==> config.mk <==
export PLATFORM = sky130hd
export DESIGN_NAME = vn_extrinsic_sub_flat
export DESIGN_NICKNAME = d
export VERILOG_FILES = /design/src/rtl/vn_extrinsic_sub_if.sv /design/src/rtl/vn_extrinsic_sub.sv /design/src/flat_wrapper.sv
export SDC_FILE = /design/constraint.sdc
export NUM_CORES = 1
export LEC_CHECK = 0
export ABC_AREA = 1
export ABC_CLOCK_PERIOD_IN_PS = 8400
export CAP_MARGIN = 5
export CORE_MARGIN = 1
export CORE_UTILIZATION = 35
export CTS_CLUSTER_DIAMETER = 150
export DETAILED_ROUTE_END_ITERATION = 10
export PLACE_DENSITY = 0.62
export SYNTH_ARGS = -nofsm -noshare
export SYNTH_HDL_FRONTEND = slang
export SYNTH_SLANG_ARGS = --single-unit
==> constraint.sdc <==
create_clock -name clk -period 8.4 [get_ports clk]
set_input_delay 1.68 -clock clk [delete_from_list [all_inputs] [get_ports clk]]
set_output_delay 1.68 -clock clk [all_outputs]
set_load 0.05 [all_outputs]
==> src/rtl/vn_extrinsic_sub_if.sv <==
// vn_extrinsic_sub_if
//   Handshake bundle between a variable-node extrinsic extractor and its
//   neighbours.
//   Input side : llr_in, msg_in, in_valid (to block), in_ready (from block)
//   Output side: out_msg, out_valid, out_last, out_hard (from block),
//                out_ready (to block)
//   master : the environment that feeds messages and consumes extrinsics
//   slave  : the extractor itself
interface vn_extrinsic_sub_if #(
  parameter int W = 6
) ();
  logic [W-1:0] llr_in;
  logic [W-1:0] msg_in;
  logic         in_valid;
  logic         in_ready;
  logic [W-1:0] out_msg;
  logic         out_valid;
  logic         out_ready;
  logic         out_last;
  logic         out_hard;

  modport master (
    output llr_in, msg_in, in_valid, out_ready,
    input  in_ready, out_msg, out_valid, out_last, out_hard
  );

  modport slave (
    input  llr_in, msg_in, in_valid, out_ready,
    output in_ready, out_msg, out_valid, out_last, out_hard
  );
endinterface

==> src/rtl/vn_extrinsic_sub.sv <==
// vn_extrinsic_sub
//   Variable-node extrinsic extractor. Collects one channel LLR plus DEG
//   check-to-variable messages into a full-precision total, then emits DEG
//   saturated extrinsics (total minus own message) with the hard decision.
//   Ports:
//     clk  : rising-edge clock
//     rst  : asynchronous active-high reset
//     bus  : slave side of vn_extrinsic_sub_if (input beats / output beats)
module vn_extrinsic_sub #(
  parameter int W   = 6,
  parameter int DEG = 3
) (
  input  logic                  clk,
  input  logic                  rst,
  vn_extrinsic_sub_if.slave     bus
);

  // Accumulator wide enough for any total and any total minus one message.
  localparam int A  = W + $clog2(DEG + 1) + 1;
  localparam int CW = (DEG > 1) ? $clog2(DEG) : 1;
  localparam logic [CW-1:0] LAST_IDX  = CW'(DEG - 1);
  localparam logic [CW-1:0] FIRST_IDX = {CW{1'b0}};

  typedef enum logic [0:0] {
    ST_ACCUM = 1'b0,
    ST_EMIT  = 1'b1
  } state_t;

  state_t              state_r, state_nxt_s;
  logic signed [A-1:0] acc_r, acc_nxt_s, acc_sum_s;
  logic [CW-1:0]       in_cnt_r, in_cnt_nxt_s;
  logic [CW-1:0]       out_cnt_r, out_cnt_nxt_s, out_idx_s;
  logic [W-1:0]        msg_buf_r [DEG];
  logic [W-1:0]        out_msg_r, out_msg_nxt_s;
  logic                out_last_r, out_last_nxt_s;
  logic                out_hard_r, out_hard_nxt_s;

  function automatic logic signed [A-1:0] sext(input logic [W-1:0] v);
    return {{(A-W){v[W-1]}}, v};
  endfunction

  // In range exactly when all bits above the W-bit sign agree with it.
  function automatic logic [W-1:0] sat(input logic signed [A-1:0] v);
    logic [W-1:0] r;
    if (v[A-1:W-1] == {(A-W+1){v[A-1]}}) begin
      r = v[W-1:0];
    end else if (v[A-1]) begin
      r = {1'b1, {(W-1){1'b0}}};
    end else begin
      r = {1'b0, {(W-1){1'b1}}};
    end
    return r;
  endfunction

  assign bus.in_ready  = (state_r == ST_ACCUM);
  assign bus.out_valid = (state_r == ST_EMIT);
  assign bus.out_msg   = out_msg_r;
  assign bus.out_last  = out_last_r;
  assign bus.out_hard  = out_hard_r;

  assign out_idx_s = out_cnt_r + CW'(1'b1);

  // Running total including the beat being accepted this cycle.
  always_comb begin
    acc_sum_s = acc_r;
    if (in_cnt_r == FIRST_IDX) begin
      acc_sum_s = sext(bus.llr_in) + sext(bus.msg_in);
    end else begin
      acc_sum_s = acc_r + sext(bus.msg_in);
    end
  end

  // Next-state and next-output logic for the accumulate/emit sequence.
  always_comb begin
    state_nxt_s    = state_r;
    acc_nxt_s      = acc_r;
    in_cnt_nxt_s   = in_cnt_r;
    out_cnt_nxt_s  = out_cnt_r;
    out_msg_nxt_s  = out_msg_r;
    out_last_nxt_s = out_last_r;
    out_hard_nxt_s = out_hard_r;
    case (state_r)
      ST_ACCUM: begin
        if (bus.in_valid) begin
          acc_nxt_s = acc_sum_s;
          if (in_cnt_r == LAST_IDX) begin
            // First extrinsic must use the total that includes this beat.
            in_cnt_nxt_s   = FIRST_IDX;
            out_cnt_nxt_s  = FIRST_IDX;
            state_nxt_s    = ST_EMIT;
            out_msg_nxt_s  = sat(acc_sum_s - sext(msg_buf_r[FIRST_IDX]));
            out_last_nxt_s = (LAST_IDX == FIRST_IDX);
            out_hard_nxt_s = acc_sum_s[A-1];
          end else begin
            in_cnt_nxt_s = in_cnt_r + CW'(1'b1);
          end
        end else begin
          state_nxt_s = ST_ACCUM;
        end
      end
      ST_EMIT: begin
        if (bus.out_ready) begin
          if (out_cnt_r == LAST_IDX) begin
            out_cnt_nxt_s  = FIRST_IDX;
            state_nxt_s    = ST_ACCUM;
            out_msg_nxt_s  = {W{1'b0}};
            out_last_nxt_s = 1'b0;
            out_hard_nxt_s = 1'b0;
          end else begin
            out_cnt_nxt_s  = out_idx_s;
            out_msg_nxt_s  = sat(acc_r - sext(msg_buf_r[out_idx_s]));
            out_last_nxt_s = (out_idx_s == LAST_IDX);
          end
        end else begin
          state_nxt_s = ST_EMIT;
        end
      end
      default: begin
        state_nxt_s = ST_ACCUM;
      end
    endcase
  end

  // State, accumulator, counters and registered outputs.
  always_ff @(posedge clk or posedge rst) begin
    if (rst) begin
      state_r    <= ST_ACCUM;
      acc_r      <= {A{1'b0}};
      in_cnt_r   <= {CW{1'b0}};
      out_cnt_r  <= {CW{1'b0}};
      out_msg_r  <= {W{1'b0}};
      out_last_r <= 1'b0;
      out_hard_r <= 1'b0;
    end else begin
      state_r    <= state_nxt_s;
      acc_r      <= acc_nxt_s;
      in_cnt_r   <= in_cnt_nxt_s;
      out_cnt_r  <= out_cnt_nxt_s;
      out_msg_r  <= out_msg_nxt_s;
      out_last_r <= out_last_nxt_s;
      out_hard_r <= out_hard_nxt_s;
    end
  end

  // Per-node message store, written on every accepted input beat.
  always_ff @(posedge clk or posedge rst) begin
    if (rst) begin
      for (int i = 0; i < DEG; i++) begin
        msg_buf_r[i] <= {W{1'b0}};
      end
    end else if ((state_r == ST_ACCUM) && bus.in_valid) begin
      msg_buf_r[in_cnt_r] <= bus.msg_in;
    end
  end

endmodule

==> src/flat_wrapper.sv <==
// flat-port wrapper written by rule: the top's interface ports become plain ports
module vn_extrinsic_sub_flat 
#(
  parameter int W   = 6,
  parameter int DEG = 3
)
  (clk, rst, bus_llr_in, bus_msg_in, bus_in_valid, bus_out_ready, bus_in_ready, bus_out_msg, bus_out_valid, bus_out_last, bus_out_hard);
  vn_extrinsic_sub_if #(.W(W)) bus_i ();
  input  logic clk;
  input  logic rst;
  input wire logic [$bits(bus_i.llr_in)-1:0] bus_llr_in;
  input wire logic [$bits(bus_i.msg_in)-1:0] bus_msg_in;
  input wire logic [$bits(bus_i.in_valid)-1:0] bus_in_valid;
  input wire logic [$bits(bus_i.out_ready)-1:0] bus_out_ready;
  output wire logic [$bits(bus_i.in_ready)-1:0] bus_in_ready;
  output wire logic [$bits(bus_i.out_msg)-1:0] bus_out_msg;
  output wire logic [$bits(bus_i.out_valid)-1:0] bus_out_valid;
  output wire logic [$bits(bus_i.out_last)-1:0] bus_out_last;
  output wire logic [$bits(bus_i.out_hard)-1:0] bus_out_hard;
  assign bus_i.llr_in = bus_llr_in;
  assign bus_i.msg_in = bus_msg_in;
  assign bus_i.in_valid = bus_in_valid;
  assign bus_i.out_ready = bus_out_ready;
  assign bus_in_ready = bus_i.in_ready;
  assign bus_out_msg = bus_i.out_msg;
  assign bus_out_valid = bus_i.out_valid;
  assign bus_out_last = bus_i.out_last;
  assign bus_out_hard = bus_i.out_hard;
  vn_extrinsic_sub #(.W(W), .DEG(DEG)) u_core (.clk(clk), .rst(rst), .bus(bus_i));
endmodule
==> PnR_summary.wiki, run 1 <==
{| class="wikitable"
! Metric !! Value
|-
| Top-level port count || 26
|-
| Core outline area || 8760 um2
|-
| Period minus WS final || 5.02 ns
|-
| Deepest clock path buffer count || 2
|-
| Clock transition at the register clock pins on the worst setup and hold paths after CTS || 0.08 ns
|-
| Proportion of synthesized chip area in sequential cells || 30.5%
|-
| Synthesized area per cell || 7.24 um2
|-
| Filler instances || 922
|-
| Ant. Diodes || 0
|-
| Number of buffers created by CTS || 5
|-
| Hold violation total from the final report || 0
|-
| Width of the chip || 97.6 um
|-
| CP Capture Type || flop
|-
| Height of the die || 97.6 um
|-
| TritonCTS clock tree || built
|-
| Post-placement setup slack || 3.08 ns
|-
| Residual antenna-violating net count after detailed routing || 0
|-
| Max transition margin || 64.2%
|-
| Cell with the biggest individual delay on the critical path || sky130_fd_sc_hd__clkdlybuf4s50_1
|-
| Most Frequent Cell on Critical Path || sky130_fd_sc_hd__nand2_1
|-
| Cell accounting for the most synthesized area || sky130_fd_sc_hd__dfrtp_1
|-
| Share of the synthesized area in compound gates (AO/OA/AOI/OAI) || 14.0%
|-
| Net count of the finished layout || 524
|-
| Number of antenna violations at the first check in global routing || 0
|-
| Multiplexer share of the synthesized area || 0.626%
|-
| Required time of the critical path || 8.59 ns
|-
| Tot GR Track Use || 17.3%
|-
| Cell with the most instances after synthesis || sky130_fd_sc_hd__nand2_1
|-
| Pins over their slew limit || 0
|-
| Number of cell rows || 34
|-
| Number of vias per cell || 4.96
|-
| Vias in the first global route || 2822
|-
| Drt wl/cell || 13.1 um
|-
| Setup repair after global routing missed its margin || no
|-
| Largest driver fanout on the critical path || 5
|-
| Later-pin clock latency in the skew report || 0.29 ns
|-
| Worst Max-Slew Pin Slew || 0.535 ns
|-
| Cells after Synth || 442
|-
| Main combinational cell family by area after synthesis || simple AND/OR/NAND/NOR gates
|-
| Post-layout worst setup margin || 3.38 ns
|-
| Drt total wl || 7590 um
|-
| Outcome || finished, final reports clean
|-
| Xor/xnor cell area share of the yosys netlist || 4.89%
|-
| Residual DRC count || 0
|-
| Quantity of hold-fixing buffers added after cts || 0
|-
| Setup repair bufs after CTS || 0
|-
| Crit Path Class || input pin to flop
|-
| Arr. time, crit path || 5.22 ns
|-
| Final setup fails || 0
|-
| Leading post-synthesis cells by instance count || sky130_fd_sc_hd__nand2_1, sky130_fd_sc_hd__inv_1, sky130_fd_sc_hd__dfrtp_1
|-
| Path category of the worst min-delay check || flop to flop
|-
| Number of max-cap violations || 0
|-
| Post-synthesis share of cell area spent on and, or, nand and nor gates || 26.6%
|-
| Setup Total Neg Slack || 0 ns
|-
| Area of the multi-input gates || 1970 um2
|-
| Cell types with the largest area share after synthesis || sky130_fd_sc_hd__dfrtp_1, sky130_fd_sc_hd__nand2_1, sky130_fd_sc_hd__ha_1, sky130_fd_sc_hd__inv_1, sky130_fd_sc_hd__o21ai_0
|-
| Placer's final routability congestion estimate || 0.829
|-
| Number of warnings issued by yosys || 0
|-
| Vias after detailed routing || 2877
|-
| Fin crit share || 59.8%
|-
| Footprint of the flip-flops and latches || 976 um2
|-
| Total number of H-tree levels || 2
|-
| Nature of the critical path startpoint || input pin
|-
| Clock sink count || 39
|-
| Die area || 9520 um2
|-
| P&R area growth vs syn || 14.4%
|-
| Area share of the largest cell type after synthesis || 30.5%
|-
| Largest net degree at the start of global routing || 40
|-
| Synth Cell Area || 3200 um2
|-
| Effective utilization at floorplan || 36.5%
|-
| Highest Clock Rate || 199 MHz
|-
| Share of async-settable or async-resettable flops after synthesis || 100%
|-
| Number of enable-type register cells in the synthesized netlist || 0
|-
| Count of input and output buffers || 25
|-
| Count of cell types in the netlist || 39
|-
| Adder-cell share of the synthesized area || 15.4%
|-
| Synthesis-stage register bit count || 39
|-
| Fraction of final layout cells sized beyond drive strength 1 || 5.30%
|-
| Largest incremental delay on the critical path || 0.54 ns
|-
| Total overflow reported by the global router || 0
|-
| Post-cts gate resize count || 0
|-
| Clock Skews || 0.00470 ns
|-
| Number of DRC markers after the initial detailed-route iteration || 118
|-
| Number of nets in the synthesized netlist || 495
|-
| TritonRoute pass-1 iters || 4
|-
| Global-route wire length before repair || 13500 um
|-
| Cell chosen for the clock root || sky130_fd_sc_hd__clkbuf_8
|-
| Most frequently used flop master after synthesis || sky130_fd_sc_hd__dfrtp_1
|-
| DP Wirelength || 6090 um
|}
through the flow:
step                instances  utilization, %  area (um2)  hold slack (ns)
floorplan                 442               -        3200            0.448
global placement          572            40.8        3580            0.465
detailed placement        572            40.8        3580            0.465
CTS                       580            41.7        3660            0.486
global route              580            41.7        3660            0.511
finish                    580            41.7        3660            0.480
final timing paths:
check | start | to | slack, ns | depth (start not counted)
worst max-delay path | bus_msg_in[0] | u_core.bus.out_msg[4] | 3.38 | 25
worst min-delay path | u_core.bus.out_msg[4] | u_core.bus.out_msg[4] | 0.48 | 2
worst max register to register | u_core.out_cnt_r[0] | u_core.bus.out_msg[4] | 4.65 | 20
worst min register to register | u_core.bus.out_msg[4] | u_core.bus.out_msg[4] | 0.48 | 2
max in group asynchronous | rst | u_core.acc_r[2] | 6.23 | 3
min in group asynchronous | rst | u_core.msg_buf_r[6] | 1.81 | 3
layer usage:
| metal | up-vias | global-route usage, % | wire (um) |
|---|---|---|---|
| met5 | - | 0 | 0 |
| met4 | 0 | 4.30 | 125 |
| met3 | 12 | 2.09 | 149 |
| met2 | 38 | 29.7 | 3650 |
| met1 | 1327 | 23.1 | 3670 |
| li1 | 1500 | - | - |
placed cells by master (no fill, tap or decap), types with 4 or more instances in the layout:
cell type,netlist,final
sky130_fd_sc_hd__nand2_1,139,139
sky130_fd_sc_hd__a21o_1,4,4
sky130_fd_sc_hd__ha_1,33,33
sky130_fd_sc_hd__clkdlybuf4s50_1,0,25
sky130_fd_sc_hd__nor2_1,20,20
sky130_fd_sc_hd__a21oi_1,11,11
sky130_fd_sc_hd__clkbuf_8,0,5
sky130_fd_sc_hd__nand2_2,7,7
sky130_fd_sc_hd__nand3_1,28,28
sky130_fd_sc_hd__xnor2_1,5,5
sky130_fd_sc_hd__o21ai_1,5,5
sky130_fd_sc_hd__dfrtp_1,39,39
sky130_fd_sc_hd__o21ai_0,37,37
sky130_fd_sc_hd__fa_1,4,4
sky130_fd_sc_hd__a31oi_1,6,6
sky130_fd_sc_hd__inv_1,57,57
sky130_fd_sc_hd__xor2_1,11,11
sky130_fd_sc_hd__a2bb2oi_1,4,4
kinds of logic (layout without fill, tap and decap cells):
| family | after synthesis | after routing |
|---|---|---|
| simple gates | 203 | 203 |
| buf+inv | 67 | 97 |
| fa+ha+maj | 37 | 37 |
| xor+xnor | 17 | 17 |
| flops | 39 | 39 |
| mux | 2 | 2 |
| compound gates | 77 | 77 |
state kept, by name, indices dropped and copies added (netlist names):
name                  flops
u_core.bus.out_msg        6
u_core.msg_buf_r         18
u_core.bus.out_hard       1
u_core.acc_r              9
u_core.in_cnt_r           2
u_core.out_cnt_r          2
u_core.bus.out_valid      1
worst max-delay path, delay by kind of cell:
family	cells	cell delay (ns)
compound gates	4	0.60
xor+xnor	1	0.15
fa+ha+maj	3	0.90
buf+inv	4	0.75
simple gates	13	1.11
area by class of cell:
| type | instances | area share (%) |
|---|---|---|
| repair buffers | 27 | 7.25 |
| flip-flops and latches | 39 | 26.7 |
| multi-input cells | 336 | 53.7 |
| clock buffers | 7 | 2.09 |
| clock inverters | 1 | 0.137 |
| inverters | 62 | 6.40 |
| well taps | 108 | 3.69 |
Power of run 1 is left out: the tool's default activity adds up to more than one toggle a clock period on the data nets, which glitch-free logic cannot reach.
==> inputs of run 2 (changes only) <==
Settings changed: ABC_CLOCK_PERIOD_IN_PS 8400 to 5230.
Clock period 8.4 ns to 5.23 ns, I/O delays scaled along.
==> run 2 against run 1 <==
Net effect:
- critical path depth unchanged
- largest cell class unchanged
- die area unchanged
- final cell count unchanged
- setup slack worse by 2.5 ns
- utilization grew 0.37 points
- via count down 2.9%
- critical path type unchanged
==> PnR_summary.wiki, run 2 (synthesized netlist as in run 1, its figures left out) <==
{| class="wikitable"
! Metric !! Value
|-
| Outcome || finished, final reports clean
|-
| Number of cell rows || 34 (unchanged)
|-
| Number of max-cap violations || 0 (unchanged)
|-
| Deepest clock path buffer count || 2 (unchanged)
|-
| Number of flip-flops in the largest register || 18 (unchanged)
|-
| Launch point of the worst reg-to-reg path || u_core.out_cnt_r[0]
|-
| Path category of the worst min-delay check || flop to flop
|-
| Post-cts gate resize count || 0 (unchanged)
|-
| Setup Total Neg Slack || 0 ns (unchanged)
|-
| Total number of H-tree levels || 2 (unchanged)
|-
| P&R area growth vs syn || 15.4%
|-
| Final cell area excluding filler cells || 3690 um2 (+0.89%)
|-
| Setup repair after global routing missed its margin || no
|-
| Largest driver fanout on the critical path || 5 (unchanged)
|-
| Placed standard-cell area || 3580 um2 (+0.21%)
|-
| Nature of the critical path startpoint || input pin
|-
| Height of the die || 97.6 um (unchanged)
|-
| Period minus WS final || 4.34 ns
|-
| Drt wl/cell || 12.6 um (-3.8%)
|-
| Cell chosen for the clock root || sky130_fd_sc_hd__clkbuf_8
|-
| Fraction of final layout cells sized beyond drive strength 1 || 5.72% (+0.42 points)
|-
| CP Capture Type || flop
|-
| DP Wirelength || 5860 um (-3.8%)
|-
| Fin crit share || 82.9%
|-
| Hold violation total from the final report || 0 (unchanged)
|-
| Core outline area || 8760 um2 (unchanged)
|-
| TritonRoute pass-1 iters || 4 (unchanged)
|-
| Number of DRC markers after the initial detailed-route iteration || 110 (-6.8%)
|-
| Highest Clock Rate || 231 MHz
|-
| Total overflow reported by the global router || 0 (unchanged)
|-
| Filler instances || 894 (-3.0%)
|-
| Global-route wire length before repair || 13100 um (-3.0%)
|-
| Max transition margin || 66.0% (+1.8 points)
|-
| Die area || 9520 um2 (unchanged)
|-
| TritonCTS clock tree || built
|-
| Placer's final routability congestion estimate || 0.835 (+0.83%)
|-
| Residual DRC count || 0 (unchanged)
|-
| Number of buffers created by CTS || 5 (unchanged)
|-
| Arr. time, crit path || 4.52 ns (-0.70 ns)
|-
| Ant. Diodes || 0 (unchanged)
|-
| Vias in the first global route || 2842 (+0.71%)
|-
| Crit Path Class || input pin to flop
|-
| Net count of the finished layout || 525 (+0.19%)
|-
| Vias after detailed routing || 2793 (-2.9%)
|-
| Placed cell count || 573 (+0.17%)
|-
| Number of antenna violations at the first check in global routing || 0 (unchanged)
|-
| Number of vias per cell || 4.82 (-2.9%)
|-
| Most common cell after layout, fill and taps aside || sky130_fd_sc_hd__nand2_1
|-
| Effective utilization at floorplan || 36.5% (unchanged)
|-
| Required time of the critical path || 5.42 ns (-3.17 ns)
|-
| Drt total wl || 7310 um (-3.8%)
|-
| Final setup fails || 0 (unchanged)
|-
| Worst Max-Slew Pin Slew || 0.510 ns (-0.0253 ns)
|-
| Clock transition at the register clock pins on the worst setup and hold paths after CTS || 0.08 ns (about the same)
|-
| Setup repair bufs after CTS || 0 (unchanged)
|-
| Largest net degree at the start of global routing || 40 (unchanged)
|-
| Commonest non-fill, non-tap cells in the layout || sky130_fd_sc_hd__nand2_1, sky130_fd_sc_hd__inv_1, sky130_fd_sc_hd__dfrtp_1, sky130_fd_sc_hd__o21ai_0, sky130_fd_sc_hd__ha_1
|-
| Critical hold path startpoint || u_core.bus.out_msg[1]
|-
| Clock sink count || 39 (unchanged)
|-
| Quantity of hold-fixing buffers added after cts || 0 (unchanged)
|-
| Residual antenna-violating net count after detailed routing || 0 (unchanged)
|-
| Tot GR Track Use || 16.9% (-0.47 points)
|-
| Largest reg by FF count || u_core.msg_buf_r
|-
| Pins over their slew limit || 0 (unchanged)
|-
| Count of input and output buffers || 25 (unchanged)
|-
| Finished Layout Cells || 580 (unchanged)
|-
| Width of the chip || 97.6 um (unchanged)
|-
| Clock Skews || 0.00464 ns (-0.0000597 ns)
|-
| Later-pin clock latency in the skew report || 0.29 ns (about the same)
|-
| CP Launch Point || bus_msg_in[0]
|-
| Top-level port count || 26 (unchanged)
|}
run 2: final timing paths:
check                                   endpoint  slack [ns]  cells after the start
max                        u_core.bus.out_msg[1]        0.89                     25
min                        u_core.bus.out_msg[1]        0.49                      2
max reg2reg                u_core.bus.out_msg[0]        1.52                     20
min reg2reg                u_core.bus.out_msg[1]        0.49                      2
max in group asynchronous        u_core.acc_r[1]        3.71                      3
min in group asynchronous    u_core.msg_buf_r[6]        1.17                      3
run 2: per-stage QoR:
step | hold WS, ns | setup slack, ns | util (%)
2_1_floorplan | 0.448 | 1.47 | -
3_3_place_gp | 0.465 | 0.589 | 40.9
3_5_place_dp | 0.469 | 0.577 | 40.9
4_1_cts | 0.490 | 0.886 | 42.1
5_1_grt | 0.509 | 0.507 | 42.1
6_report | 0.487 | 0.895 | 42.1
run 2: final cells by class:
cell class,instances,area (um2),share of cell area [%]
Multi-Input combinational cell,336,1970,53.3
Tap cell,108,135,3.66
Sequential cell,39,976,26.4
Timing Repair Buffer,28,273,7.39
Clock inverter,2,37.5,1.02
Inverter,62,234,6.34
Clock buffer,5,68.8,1.87
run 2: per-layer routing:
layer | GRT usage (%) | part of all wire (%) | up-vias
li1 | - | - | 1495
met1 | 22.8 | 50 | 1258
met2 | 28.3 | 46 | 32
met3 | 2.45 | 2.3 | 8
met4 | 3.96 | 1.1 | 0
met5 | 0 | 0 | -
run 2: worst max-delay path: stages:
cell and delay (ns):
sky130_fd_sc_hd__clkdlybuf4s50_1 0.53, sky130_fd_sc_hd__ha_1 0.19, sky130_fd_sc_hd__inv_1 0.05, sky130_fd_sc_hd__fa_1 0.36
sky130_fd_sc_hd__inv_1 0.08, sky130_fd_sc_hd__nand2_1 0.07, sky130_fd_sc_hd__nand2_1 0.10, sky130_fd_sc_hd__nand2_1 0.07
sky130_fd_sc_hd__inv_1 0.08, sky130_fd_sc_hd__a31oi_1 0.09, sky130_fd_sc_hd__nand2_1 0.07, sky130_fd_sc_hd__nand2_1 0.05
sky130_fd_sc_hd__o21a_1 0.19, sky130_fd_sc_hd__ha_1 0.34, sky130_fd_sc_hd__a21o_1 0.20, sky130_fd_sc_hd__a31oi_1 0.13
sky130_fd_sc_hd__nand2_1 0.08, sky130_fd_sc_hd__xor2_1 0.16, sky130_fd_sc_hd__or2_1 0.21, sky130_fd_sc_hd__nand2_1 0.15
sky130_fd_sc_hd__nand2_1 0.08, sky130_fd_sc_hd__nand2_1 0.06, sky130_fd_sc_hd__nand2_1 0.05, sky130_fd_sc_hd__nand2_1 0.05
sky130_fd_sc_hd__nand2_1 0.05
Power of run 2 is left out for the same reason.
